File: src/rtl/j1_io_console_if.sv
// I/O bus bundle for j1_io_console: j1 io_rd/io_wr/io_addr bus, TX byte drain
// stream and the exit request/code pair.
interface j1_io_console_if;
    logic        io_rd;
    logic        io_wr;
    logic [15:0] io_addr;
    logic [15:0] io_dout;
    logic [15:0] io_din;
    logic [7:0]  tx_data;
    logic        tx_valid;
    logic        tx_ready;
    logic        exit_req;
    logic [7:0]  exit_code;

    modport master (
        output io_rd, io_wr, io_addr, io_dout, tx_ready,
        input  io_din, tx_data, tx_valid, exit_req, exit_code
    );

    modport slave (
        input  io_rd, io_wr, io_addr, io_dout, tx_ready,
        output io_din, tx_data, tx_valid, exit_req, exit_code
    );
endinterface

File: src/rtl/j1_io_console.sv
// j1 I/O slave: buffered TX console, status, 32-bit cycle counter, drained exit.
// Define J1_IO_CONSOLE_SIM_EN to echo popped bytes and end simulation on exit.
module j1_io_console #(
    parameter logic [15:0] BASE      = 16'h2000,
    parameter logic [15:0] EXIT_ADDR = 16'hFFFF,
    parameter int          DEPTH     = 16,
    parameter int          LVL_W     = $clog2(DEPTH) + 1
) (
    input  logic          sys_clk_i,
    input  logic          sys_rst_i,
    j1_io_console_if.slave bus
);

    localparam int               PTR_W    = $clog2(DEPTH);
    localparam logic [LVL_W-1:0] FULL_LVL = LVL_W'(DEPTH);

    logic [7:0]       mem [DEPTH];
    logic [PTR_W-1:0] wr_ptr;
    logic [PTR_W-1:0] rd_ptr;
    logic [LVL_W-1:0] level;
    logic             overflow;
    logic [31:0]      cycle;
    logic [15:0]      shadow;
    logic [15:0]      io_din_q;
    logic             exit_pending;
    logic             exit_req_q;
    logic [7:0]       exit_code_q;

    logic [16:0]      addr_off;
    logic             win_hit;
    logic [1:0]       reg_sel;
    logic             exit_hit;
    logic             fifo_empty;
    logic             fifo_full;
    logic             pop;
    logic             push_req;
    logic             push;
    logic             ovf_set;
    logic             ovf_clr;
    logic             exit_wr;
    logic             exit_fire;
    logic [15:0]      status;
    logic [15:0]      rd_data;

    // Window decode is done on a 17-bit difference so addresses below BASE
    // land far above 3 instead of wrapping into the window.
    always_comb begin
        addr_off   = {1'b0, bus.io_addr} - {1'b0, BASE};
        win_hit    = addr_off < 17'd4;
        reg_sel    = addr_off[1:0];
        exit_hit   = !win_hit && (bus.io_addr == EXIT_ADDR);
        fifo_empty = level == '0;
        fifo_full  = level == FULL_LVL;
        pop        = !fifo_empty && bus.tx_ready;
        push_req   = bus.io_wr && win_hit && (reg_sel == 2'd0);
        push       = push_req && (!fifo_full || pop);
        ovf_set    = push_req && !push;
        ovf_clr    = bus.io_wr && win_hit && (reg_sel == 2'd1) && bus.io_dout[15];
        exit_wr    = bus.io_wr && exit_hit && !exit_req_q;
        exit_fire  = exit_pending && fifo_empty && !push && !exit_req_q;
    end

    always_comb begin
        status              = '0;
        status[15]          = overflow;
        status[14]          = fifo_full;
        status[13]          = fifo_empty;
        status[12]          = exit_pending;
        status[LVL_W-1:0]   = level;
    end

    always_comb begin
        rd_data = '0;
        if (win_hit) begin
            case (reg_sel)
                2'd1:    rd_data = status;
                2'd2:    rd_data = cycle[15:0];
                2'd3:    rd_data = shadow;
                default: rd_data = '0;
            endcase
        end
    end

    always_ff @(posedge sys_clk_i) begin
        if (push) begin
            mem[wr_ptr] <= bus.io_dout[7:0];
        end
    end

    // Pointers are PTR_W bits wide, so the +1 wraps mod DEPTH on its own.
    always_ff @(posedge sys_clk_i or posedge sys_rst_i) begin
        if (sys_rst_i) begin
            wr_ptr   <= '0;
            rd_ptr   <= '0;
            level    <= '0;
            overflow <= 1'b0;
        end else begin
            if (push) begin
                wr_ptr <= wr_ptr + 1'b1;
            end
            if (pop) begin
                rd_ptr <= rd_ptr + 1'b1;
            end
            level <= level + {{(LVL_W-1){1'b0}}, push} - {{(LVL_W-1){1'b0}}, pop};
            if (ovf_set) begin
                overflow <= 1'b1;
            end else if (ovf_clr) begin
                overflow <= 1'b0;
            end
        end
    end

    always_ff @(posedge sys_clk_i or posedge sys_rst_i) begin
        if (sys_rst_i) begin
            cycle    <= '0;
            shadow   <= '0;
            io_din_q <= '0;
        end else begin
            cycle <= cycle + 32'd1;
            if (bus.io_rd) begin
                io_din_q <= rd_data;
                if (win_hit && (reg_sel == 2'd2)) begin
                    shadow <= cycle[31:16];
                end
            end
        end
    end

    // Exit is requested only once the FIFO is empty with nothing arriving.
    always_ff @(posedge sys_clk_i or posedge sys_rst_i) begin
        if (sys_rst_i) begin
            exit_pending <= 1'b0;
            exit_req_q   <= 1'b0;
            exit_code_q  <= '0;
        end else begin
            if (exit_wr) begin
                exit_pending <= 1'b1;
                exit_code_q  <= bus.io_dout[7:0];
            end
            if (exit_fire) begin
                exit_req_q <= 1'b1;
            end
        end
    end

    assign bus.io_din    = io_din_q;
    assign bus.tx_data   = mem[rd_ptr];
    assign bus.tx_valid  = !fifo_empty;
    assign bus.exit_req  = exit_req_q;
    assign bus.exit_code = exit_code_q;

`ifdef J1_IO_CONSOLE_SIM_EN
    always @(posedge sys_clk_i) begin
        if (!sys_rst_i) begin
            if (pop) begin
                $write("%c", bus.tx_data);
            end
            if (exit_fire) begin
                $display("\n*EXIT* %02h", exit_code_q);
                $finish;
            end
        end
    end
`else
    // Synthesis build: console bytes leave only through the tx_* stream.
`endif

endmodule

File: src/flat_wrapper.sv
// flat-port wrapper written by rule: the top's interface ports become plain ports
module j1_io_console_flat 
#(
    parameter logic [15:0] BASE      = 16'h2000,
    parameter logic [15:0] EXIT_ADDR = 16'hFFFF,
    parameter int          DEPTH     = 16,
    parameter int          LVL_W     = $clog2(DEPTH) + 1
)
  (sys_clk_i, sys_rst_i, bus_io_rd, bus_io_wr, bus_io_addr, bus_io_dout, bus_tx_ready, bus_io_din, bus_tx_data, bus_tx_valid, bus_exit_req, bus_exit_code);
  j1_io_console_if bus_i ();
  input  logic sys_clk_i;
  input  logic sys_rst_i;
  input wire logic [$bits(bus_i.io_rd)-1:0] bus_io_rd;
  input wire logic [$bits(bus_i.io_wr)-1:0] bus_io_wr;
  input wire logic [$bits(bus_i.io_addr)-1:0] bus_io_addr;
  input wire logic [$bits(bus_i.io_dout)-1:0] bus_io_dout;
  input wire logic [$bits(bus_i.tx_ready)-1:0] bus_tx_ready;
  output wire logic [$bits(bus_i.io_din)-1:0] bus_io_din;
  output wire logic [$bits(bus_i.tx_data)-1:0] bus_tx_data;
  output wire logic [$bits(bus_i.tx_valid)-1:0] bus_tx_valid;
  output wire logic [$bits(bus_i.exit_req)-1:0] bus_exit_req;
  output wire logic [$bits(bus_i.exit_code)-1:0] bus_exit_code;
  assign bus_i.io_rd = bus_io_rd;
  assign bus_i.io_wr = bus_io_wr;
  assign bus_i.io_addr = bus_io_addr;
  assign bus_i.io_dout = bus_io_dout;
  assign bus_i.tx_ready = bus_tx_ready;
  assign bus_io_din = bus_i.io_din;
  assign bus_tx_data = bus_i.tx_data;
  assign bus_tx_valid = bus_i.tx_valid;
  assign bus_exit_req = bus_i.exit_req;
  assign bus_exit_code = bus_i.exit_code;
  j1_io_console #(.BASE(BASE), .EXIT_ADDR(EXIT_ADDR), .DEPTH(DEPTH), .LVL_W(LVL_W)) u_core (.sys_clk_i(sys_clk_i), .sys_rst_i(sys_rst_i), .bus(bus_i));
endmodule
File: config.mk
export PLATFORM = sky130hd
export DESIGN_NAME = j1_io_console_flat
export DESIGN_NICKNAME = d
export VERILOG_FILES = /design/src/rtl/j1_io_console_if.sv /design/src/rtl/j1_io_console.sv /design/src/flat_wrapper.sv
export SDC_FILE = /design/constraint.sdc
export NUM_CORES = 1
export LEC_CHECK = 0
export ABC_CLOCK_PERIOD_IN_PS = 2990
export BUFFER_PORTS_ARGS = -buffer_cell sky130_fd_sc_hd__buf_4
export CORE_MARGIN = 3
export CORE_UTILIZATION = 52
export DETAILED_ROUTE_END_ITERATION = 10
export PLACE_DENSITY_LB_ADDON = 0.3
export SYNTH_ARGS = -nofsm -noshare
export SYNTH_HDL_FRONTEND = slang
export SYNTH_SLANG_ARGS = --single-unit
File: constraint.sdc
create_clock -name sys_clk_i -period 2.99 [get_ports sys_clk_i]
set_clock_uncertainty 0.05 [all_clocks]
set_input_delay 0.4485 -clock sys_clk_i [delete_from_list [all_inputs] [get_ports sys_clk_i]]
set_output_delay 0.4485 -clock sys_clk_i [all_outputs]
set_load 0.1 [all_outputs]
==> After elaboration in Yosys (flattened, before gate mapping) <==
Memory sizes are Yosys's and may differ from the RTL's.
Cells that the tools add are included.
{ "word_totals": {"regBits": 88, "latch_bits": 0, "ram_bits": 128, "mem_bits_ro": 0, "n_memories": 1} }
{ "mem_list": {"columns": ["memory", "depth", "width", "rd", "rd_clocked_by_memory_dff", "wr", "line", "rtl"], "rows": [
  ["u_core.mem", 16, 8, 1, 0, 1, "j1_io_console.sv:17", "logic [7:0] mem [DEPTH];"]
]} }
{ "op_classes": {"addsub": 6, "n_mul": 0, "n_div": 0, "n_lt_le_gt_ge": 1, "n_eq_ne": 5, "shift": 0, "muxes": 6, "bitwise_logic": 0, "n_reduce_logical": 24} }
{ "ops": {"columns": ["operator", "count"], "rows": [
  ["one-hot mux 16 bit (3 select lines)", 1],
  ["adder 32 x 1 -> 32 bit, second input constant", 1],
  ["< comparator 17 x 3 -> 1 bit, second input constant", 1],
  ["subtractor 16 x 14 -> 17 bit, second input constant", 1],
  ["equality test 16 bit, second input constant", 1],
  ["two-way mux 16 bit", 1],
  ["logical AND 1 bit", 14],
  ["adder 4 x 1 -> 4 bit, second input constant", 2],
  ["adder 5 x 1 -> 5 bit", 1],
  ["equality test 5 bit, second input constant", 1],
  ["logical NOT 1 bit", 5],
  ["logical NOT 5 bit", 1],
  ["subtractor 5 x 1 -> 5 bit", 1],
  ["equality test 2 bit, second input constant", 2],
  ["two-way mux 1 bit", 4],
  ["equality test 2 x 1 -> 1 bit, second input constant", 1],
  ["logical NOT 2 bit", 1],
  ["AND reduction 2 bit", 1],
  ["nonzero test 2 bit", 1],
  ["logical OR 1 bit", 1]
]} }

==> Depth between registers and ports, before layout <==
Gate-level depths: netlist of run 1.
{ "depth": {"word_depth": 8, "ltp_mapped": 14, "ltp_nobuf": 13} }

==> Worst setup path before layout of run 1 <==
No wires, ideal clock.
{ "synth_timing": {"kind": "register to register", "start": "register u_core.level[3]", "end": "register u_core.level[4]", "setup_ps": 80, "arrival_time_ps": 3280, "required_time_ps": 2860, "path_slack_ps": -420, "stages_incl_launch_ff": 15, "n_path_buf": 1, "period_less_slack_ps": 3410, "path_cell_list": "dfrtp_1 > inv_1 > ha_1 > or4b_1 > and2_1 > clkbuf_1 > ha_1 > inv_1 > ha_1 > inv_1 > fa_1 > inv_1 > a21oi_1 > o21bai_1 > xnor2_1"} }
{ "synth_between": {"elab_chain_cells": 7, "elab_cells_between_ends": 9, "classes_between": "2 x add/sub; 1 x eq/ne; 6 x reduce/logical"} }
{ "synth_lines": {"columns": ["item", "line", "rtl"], "rows": [
  ["start: declaration", "j1_io_console.sv:20", "logic [LVL_W-1:0] level;"],
  ["start signal: assignment", "j1_io_console.sv:104", "level <= level + {{(LVL_W-1){1'b0}}, push} - {{(LVL_W-1){1'b0}}, pop};"],
  ["logical NOT 5 bit *", "j1_io_console.sv:52", "fifo_empty = level == '0;"],
  ["logical NOT 1 bit *", null, null],
  ["net bus_tx_valid", "flat_wrapper.sv:20", "output wire logic [$bits(bus_i.tx_valid)-1:0] bus_tx_valid;"],
  ["logical AND 1 bit *", "j1_io_console.sv:54", "pop = !fifo_empty && bus.tx_ready;"],
  ["net u_core.pop", "j1_io_console.sv:35", "logic pop;"],
  ["logical OR 1 bit", "j1_io_console.sv:56", "push = push_req && (!fifo_full || pop);"],
  ["logical AND 1 bit", "j1_io_console.sv:56", null],
  ["adder 5 x 1 -> 5 bit", "j1_io_console.sv:104", null],
  ["subtractor 5 x 1 -> 5 bit *", "j1_io_console.sv:104", null]
]} }
The timed path passes the listed nets; every way through them passes the cells marked *.
A chain may end at the register's enable or synchronous reset.

==> Worst setup path after layout of run 1 <==
{ "layout_timing": {"start": "register u_core.rd_ptr[2]", "end": "output bus_tx_data[2]"} }
{ "layout_between": {"elab_chain_cells": 1} }
{ "layout_lines": {"columns": ["item", "line", "rtl"], "rows": [
  ["start: declaration", "j1_io_console.sv:19", "logic [PTR_W-1:0] rd_ptr;"],
  ["start signal: assignment", "j1_io_console.sv:102", "rd_ptr <= rd_ptr + 1'b1;"],
  ["memory read (16 x 8 bit)", null, null],
  ["end: declaration", "flat_wrapper.sv:19", "output wire logic [$bits(bus_i.tx_data)-1:0] bus_tx_data;"]
]} }
No other way between the ends.

==> results.txt, run 1 <==
----------------------------------------------------
[Clock tree]
  H-tree depth ... 1
  Clock transition time at the flip-flop clock pins of the worst setup and hold paths ... 60 ps
  Num CTS Buffers ... 22
  Clock network latency to the later pin of the worst-skew pair ... 500 ps
  Clock root cell ... sky130_fd_sc_hd__clkbuf_16
  CTS tree ... built
  Number of buffers on the longest clock path ... 3
  Clock sinks ... 216
  Number of buffers added to fix hold violations after cts ... 0

[Critical path]
  Timing endpoint of the critical path ... bus_tx_data[2]
  Destination of the worst register-to-register timing path ... u_core.level[4]
  Worst reg-to-reg setup slack ... 180 ps
  Reg2reg path depth ... 13
  Classification of the worst setup path ... reg2out
  CP Capture Type ... output pin
  Category of the worst setup path launch point ... register
  Required time worst endpoint ... 2490 ps
  Crit path DAT ... 2340 ps
  Reg-to-Reg Start ... u_core.level[3]
  Start point of the critical path ... u_core.rd_ptr[2]
  Critical path fanouts, max ... 8

[Synth]
  Dominant register cell in the synthesized netlist ... sky130_fd_sc_hd__edfxtp_1
  Register bit total from synthesis ... 216
  Nets in the synthesized netlist ... 634
  Cell taking the most area after synthesis ... sky130_fd_sc_hd__edfxtp_1
  Share of the yosys chip area belonging to registers ... 66.6%
  Total of warnings raised by yosys ... 0
  EDFF count, synth ... 128
  Post-synth ARST share ... 40.7%
  Synth top area cells ... sky130_fd_sc_hd__edfxtp_1 42%, sky130_fd_sc_hd__dfrtp_1 24%, sky130_fd_sc_hd__mux4_2 7.9%
  Count of cell types in the netlist ... 47
  Mean area per synthesized cell ... 15.5 um^2
  Area of the mapped netlist ... 0.00907 mm^2
  Post-Syn Instances ... 584
  Area fraction of the dominant cell type after synthesis ... 42.4%

[STA]
  Count of endpoints failing hold in the final timing report ... 0
  Setup violations, final ... 0
  Final period utilization ... 95.0%
  Relative max-transition margin ... 35.5%
  Worst setup margin ... 148 ps
  Peak Freq ... 352 MHz
  Fin. max-slew vios ... 0
  Actual slew at the worst max-slew pin ... 959 ps
  RSZ-0062 raised after global routing ... no
  Final critical-path required period ... 2840 ps
  Worst hold-check slack ... 56.3 ps
  Total Neg Setup Slack ... 0 ps

[Drt]
  Drt pass-1 iters ... 5
  Average wire length per cell after detail routing ... 20.7 um
  Routed via count ... 5140
  Remaining DRCs ... 0
  Wire length the detailed router placed on met1 ... 7530 um
  Number of antenna-violating nets in the routed design ... 0
  Starting DRT DRC Count ... 319
  Post-DR vias/cell ... 5.79
  WL met3 ... 898 um
  Final wirelength ... 18300 um
  Routed wl met2 ... 9450 um
  Top Layer Used ... met4

[Power and ir drop]
  P_leak ... 0.00421 uW
  Worst voltage drop across the vdd grid ... 1180 uV
  Power consumption ... 8420 uW
  Pwr per Cell Area ... 803 mW/mm^2

[Global route]
  Via count of the first global-routing pass ... 5558
  Antenna violations before repair ... 0
  Wire length of the first global-routing pass ... 29700 um
  All-Layer GR Usage ... 19.3%
  Maximum number of pins on one net before global-route repair ... 52
  GRT overflow ... 0

[Floorplanning]
  Core region area ... 0.0168 mm^2
  Floorplan row count ... 47
  DIE AREA ... 0.0191 mm^2
  Vertical die dimension ... 138 um
  IO Count ... 71
  Starting utilization of the core area ... 54.0%
  Die width ... 138 um

[Finish]
  # nets final ... 703
  Commonest cells after routing, fill and taps aside ... 128 x sky130_fd_sc_hd__edfxtp_1, 87 x sky130_fd_sc_hd__dfrtp_1, 69 x sky130_fd_sc_hd__buf_4
  Final Cell Area ... 0.0105 mm^2
  Area delta synth->final ... 15.5%
  Most frequent standard cell in the layout excluding fill and tap cells ... sky130_fd_sc_hd__edfxtp_1
  Fraction of layout cells with a size suffix above 1 ... 24.7%
  Final antenna diode count ... 0

[Outcome]
  Result of the run ... finished, final reports clean

[Placement]
  Placed cell area ... 0.00981 mm^2
  Quantity of I/O buffers inserted on ports ... 63
  Worst setup timing slack at the placement stage ... 141 ps
  Placed wire-length estimate ... 12600 um
  Final weighted congestion in routability-driven placement ... 0.816

[Hold path]
  Classification of the worst-slack hold path ... in2async

[Flow run]
  Maximum capacitance violations ... 0

----------------------------------------------------
## per-layer routing
layer	vias to the layer above	track usage, %
li1	2347	-
met1	2606	25.4
met2	144	33.5
met3	43	3.21
met4	0	5.41
met5	-	0
## state kept, by name, indices dropped and copies added, names as in the netlist
register and cells:
u_core.bus.exit_code 8, u_core.overflow 1, u_core.bus.io_din 16, u_core.rd_ptr 4
u_core.bus.exit_req 1, u_core.level 5, u_core.cycle 32, u_core.wr_ptr 4
u_core.exit_pending 1, u_core.shadow 16, u_core.mem 128
## Yosys cell counts, drive strengths merged (5+ instances only)
library cell / count
mux2i: 7
nand2: 32
buf: 14
a22oi: 23
mux2: 28
nor3: 7
ha: 12
edfxtp: 128
inv: 37
dfrtp: 88
o21ai: 6
o22ai: 16
mux4: 32
nand4: 15
clkbuf: 13
xor2: 23
nor2: 10
nor4: 10
a21oi: 5
xnor2: 17
and3: 18
nor2b: 5
nand3: 11
## worst max-delay path, stage by stage, from the launching register on
cell and delay [ps]:
sky130_fd_sc_hd__dfrtp_1 460, sky130_fd_sc_hd__nor2b_1 670, sky130_fd_sc_hd__a22oi_1 240, sky130_fd_sc_hd__nand2_1 180
sky130_fd_sc_hd__buf_4 310
## worst min-delay path by stage
stage                     slack, ps                  end  cells past startpoint
after detailed placement        420     u_core.cycle[31]                      1
final                            60     u_core.shadow[5]                      2
after global routing            120     u_core.shadow[5]                      2
after global placement          410     u_core.cycle[31]                      1
after CTS                        80     u_core.cycle[23]                      2
after floorplan                 370  u_core.exit_pending                      2
## report_power, final
| group | switching, uW | internal [uW] | leakage (uW) | total [uW] |
|---|---|---|---|---|
| combinational | 1670 | 880 | 0.00156 | 2550 |
| clock | 1060 | 1480 | 0.000324 | 2540 |
| sequential | 90.6 | 3240 | 0.00233 | 3330 |
## what timing repair did
action                                  in CTS  in global routing
endpoints found under the setup margin       0                  1
setup buffers                                0                  0
gates resized for setup                      0                  2
## layout make-up
| class | count | area (um^2) |
|---|---|---|
| fill | 1231 | 6340 |
| sequential | 216 | 6050 |
| multi-input combinational | 304 | 2770 |
| clock buffer | 28 | 594 |
| timing repair buffer | 72 | 578 |
| tap | 220 | 275 |
| inverter | 37 | 140 |
| clock inverter | 11 | 70.1 |
## stage by stage
stage	instances	util, %
final	888	62.3
after detailed placement	849	58.3
after floorplan	584	-
after global routing	888	62.3
after CTS	888	62.3
after global placement	849	58.3
## kinds of logic after synthesis
family                   share of synthesized area [%]
AO/OA/AOI/OAI                                     4.11
XOR/XNOR                                          3.86
adder cells (fa/ha/maj)                           1.88
buffers and inverters                             2.91
flip-flops                                        66.6
multiplexers                                      12.2
AND/OR/NAND/NOR                                   8.44
(Power assumes the default switching activity.)
==> inputs of run 2 (changes only) <==
Settings changed: CORE_ASPECT_RATIO set to 1.2, CORE_MARGIN 3 to 5.
==> results.txt, run 2 (synthesis gave the netlist of run 1 again) <==
----------------------------------------------------
[STA]
  RSZ-0062 raised after global routing ... no
  Peak Freq ... 352 MHz (about the same)
  Count of endpoints failing hold in the final timing report ... 0 (unchanged)
  Relative max-transition margin ... 50.0% (+15 points)
  Final critical-path required period ... 2840 ps (-0.104 ps)
  Actual slew at the worst max-slew pin ... 745 ps (-214 ps)
  Setup violations, final ... 0 (unchanged)
  Fin. max-slew vios ... 0 (unchanged)
  Final period utilization ... 95.0% (about the same)
  Total Neg Setup Slack ... 0 ps (unchanged)
  Worst setup margin ... 149 ps (+0.104 ps)
  Worst hold-check slack ... 1.06 ps (-55.2 ps)

[Global route]
  Wire length of the first global-routing pass ... 29300 um (-1.3%)
  All-Layer GR Usage ... 18.7% (-0.60 points)
  Maximum number of pins on one net before global-route repair ... 51 (-1.9%)
  Antenna violations before repair ... 0 (unchanged)
  GRT overflow ... 0 (unchanged)
  Via count of the first global-routing pass ... 5498 (-1.1%)

[Critical path]
  CP max stage delay ... 540 ps (-130 ps)
  Classification of the worst setup path ... reg2out
  Crit path DAT ... 2340 ps (about the same)
  Critical path's slowest cell ... sky130_fd_sc_hd__mux4_2
  Critical-path cell list ... buf_12 > mux4_2 > a22oi_1 > nand2_1 > buf_4
  Critical path fanouts, max ... 35 (+27)
  Top Family by Delay on Critical Path ... multiplexers
  Worst path bufs/invs ... 2 (+1)
  Category of the worst setup path launch point ... register
  Required time worst endpoint ... 2490 ps (about the same)
  CP Capture Type ... output pin
  Start point of the critical path ... u_core.rd_ptr[0]
  Reg-to-Reg Start ... u_core.level[2]

[Clock tree]
  CTS tree ... built
  Clock root cell ... sky130_fd_sc_hd__clkbuf_16
  Clock network latency to the later pin of the worst-skew pair ... 480 ps (-20 ps)
  Number of buffers on the longest clock path ... 3 (unchanged)
  H-tree depth ... 1 (unchanged)
  Num CTS Buffers ... 21 (-4.5%)
  Post-CTS sizing ... 0 (unchanged)
  Clock sinks ... 216 (unchanged)
  Buffers inserted during post-CTS setup optimization ... 0 (unchanged)
  Clock transition time at the flip-flop clock pins of the worst setup and hold paths ... 60 ps (about the same)
  Number of buffers added to fix hold violations after cts ... 0 (unchanged)

[Outcome]
  Result of the run ... finished, final reports clean

[Finish]
  Final antenna diode count ... 0 (unchanged)
  Register containing the most flip-flops in the final layout ... u_core.mem
  Filler Cell Count ... 1321 (+7.3%)
  Area delta synth->final ... 15.4% (about the same)
  Finished Layout Cells ... 888 (unchanged)
  # nets final ... 704 (+0.14%)
  Flip-flop count of the largest register after layout ... 128 (unchanged)
  Total area of multi-input combinational cells ... 0.00277 mm^2 (about the same)
  Most frequent standard cell in the layout excluding fill and tap cells ... sky130_fd_sc_hd__edfxtp_1
  Fraction of layout cells with a size suffix above 1 ... 25.3% (+0.60 points)
  Final Cell Area ... 0.0105 mm^2 (about the same)
  Largest registers ... u_core.mem (128), u_core.cycle (32)
  Register cell area after layout ... 0.00605 mm^2 (unchanged)
  Commonest cells after routing, fill and taps aside ... 128 x sky130_fd_sc_hd__edfxtp_1, 87 x sky130_fd_sc_hd__dfrtp_1, 72 x sky130_fd_sc_hd__buf_4

[Floorplanning]
  Core region area ... 0.0174 mm^2 (+3.3%)
  Floorplan row count ... 53 (+13%)
  IO Count ... 71 (unchanged)
  Vertical die dimension ... 155 um (+12%)
  DIE AREA ... 0.0202 mm^2 (+5.9%)
  Starting utilization of the core area ... 52.2% (-1.7 points)
  Die width ... 131 um (-5.4%)

[Drt]
  Final wirelength ... 18300 um (-0.31%)
  Drt pass-1 iters ... 4 (-1)
  Number of antenna-violating nets in the routed design ... 0 (unchanged)
  Post-DR vias/cell ... 5.70 (-1.5%)
  Starting DRT DRC Count ... 251 (-21%)
  Remaining DRCs ... 0 (unchanged)
  Routed via count ... 5064 (-1.5%)
  Average wire length per cell after detail routing ... 20.6 um (-0.31%)

[Placement]
  Final weighted congestion in routability-driven placement ... 0.838 (+2.7%)
  Quantity of I/O buffers inserted on ports ... 63 (unchanged)
  Worst setup timing slack at the placement stage ... 154 ps (+13.1 ps)
  Placed wire-length estimate ... 12600 um (-0.36%)
  Placed cell area ... 0.00981 mm^2 (about the same)
  Placed Instances ... 851 (+0.24%)

[Hold path]
  Classification of the worst-slack hold path ... in2async

[Flow run]
  Maximum capacitance violations ... 0 (unchanged)

[Power and ir drop]
  Pwr per Cell Area ... 795 mW/mm^2 (-1.0%)
  P_leak ... 0.00421 uW (about the same)
  Worst voltage drop across the vdd grid ... 585 uV (-50%)

----------------------------------------------------
==> run 2: cell type report <==
class | count | area share [%]
clock buffer | 30 | 5.68
timing repair buffer | 74 | 5.54
clock inverter | 7 | 0.597
tap | 220 | 2.63
multi-input combinational | 304 | 26.5
sequential | 216 | 57.7
inverter | 37 | 1.34
==> run 2: worst reg2reg max path: stages, from the launching register on <==
cell and delay [ps]:
sky130_fd_sc_hd__dfrtp_1 380, sky130_fd_sc_hd__inv_1 100, sky130_fd_sc_hd__ha_1 170, sky130_fd_sc_hd__or4b_4 490
sky130_fd_sc_hd__and2_1 220, sky130_fd_sc_hd__ha_1 300, sky130_fd_sc_hd__inv_1 60, sky130_fd_sc_hd__ha_1 170
sky130_fd_sc_hd__inv_1 60, sky130_fd_sc_hd__fa_2 350, sky130_fd_sc_hd__inv_1 70, sky130_fd_sc_hd__a21oi_1 50
sky130_fd_sc_hd__o21bai_1 150, sky130_fd_sc_hd__xnor2_1 130
==> run 2: layer usage <==
layer | vias to the layer above | wire (um) | global-route usage [%]
met1 | 2543 | 7150 | 23.2
met5 | - | 0 | 0
met4 | 0 | 611 | 6.42
met2 | 137 | 9530 | 33.0
li1 | 2351 | - | -
met3 | 33 | 994 | 3.01
==> run 2: where the power goes <==
part / internal, uW / switching (uW) / leakage (uW)
clock: 1470 / 1040 / 0.000324
sequential: 3240 / 76.4 / 0.00233
combinational: 845 / 1660 / 0.00156
total: 5550 / 2770 / 0.00421
==> run 2: final timing paths <==
check                                        end  depth (start not counted)  slack (ps)
worst max-delay path              bus_tx_data[3]                          5         150
worst min-delay path             u_core.cycle[8]                          2           1
worst max register to register   u_core.level[4]                         13         160
worst min register to register  u_core.cycle[31]                          1         430
max in group asynchronous       u_core.cycle[27]                          3        2200
min in group sys_clk_i          u_core.mem[8][0]                          1         260
==> run 2: stage by stage <==
stage	total power (uW)	utilization (%)
final	8320	60.3
after CTS	8430	60.3
after detailed placement	5910	56.5
after global placement	5850	56.5
after floorplan	5320	-
after global routing	8690	60.3
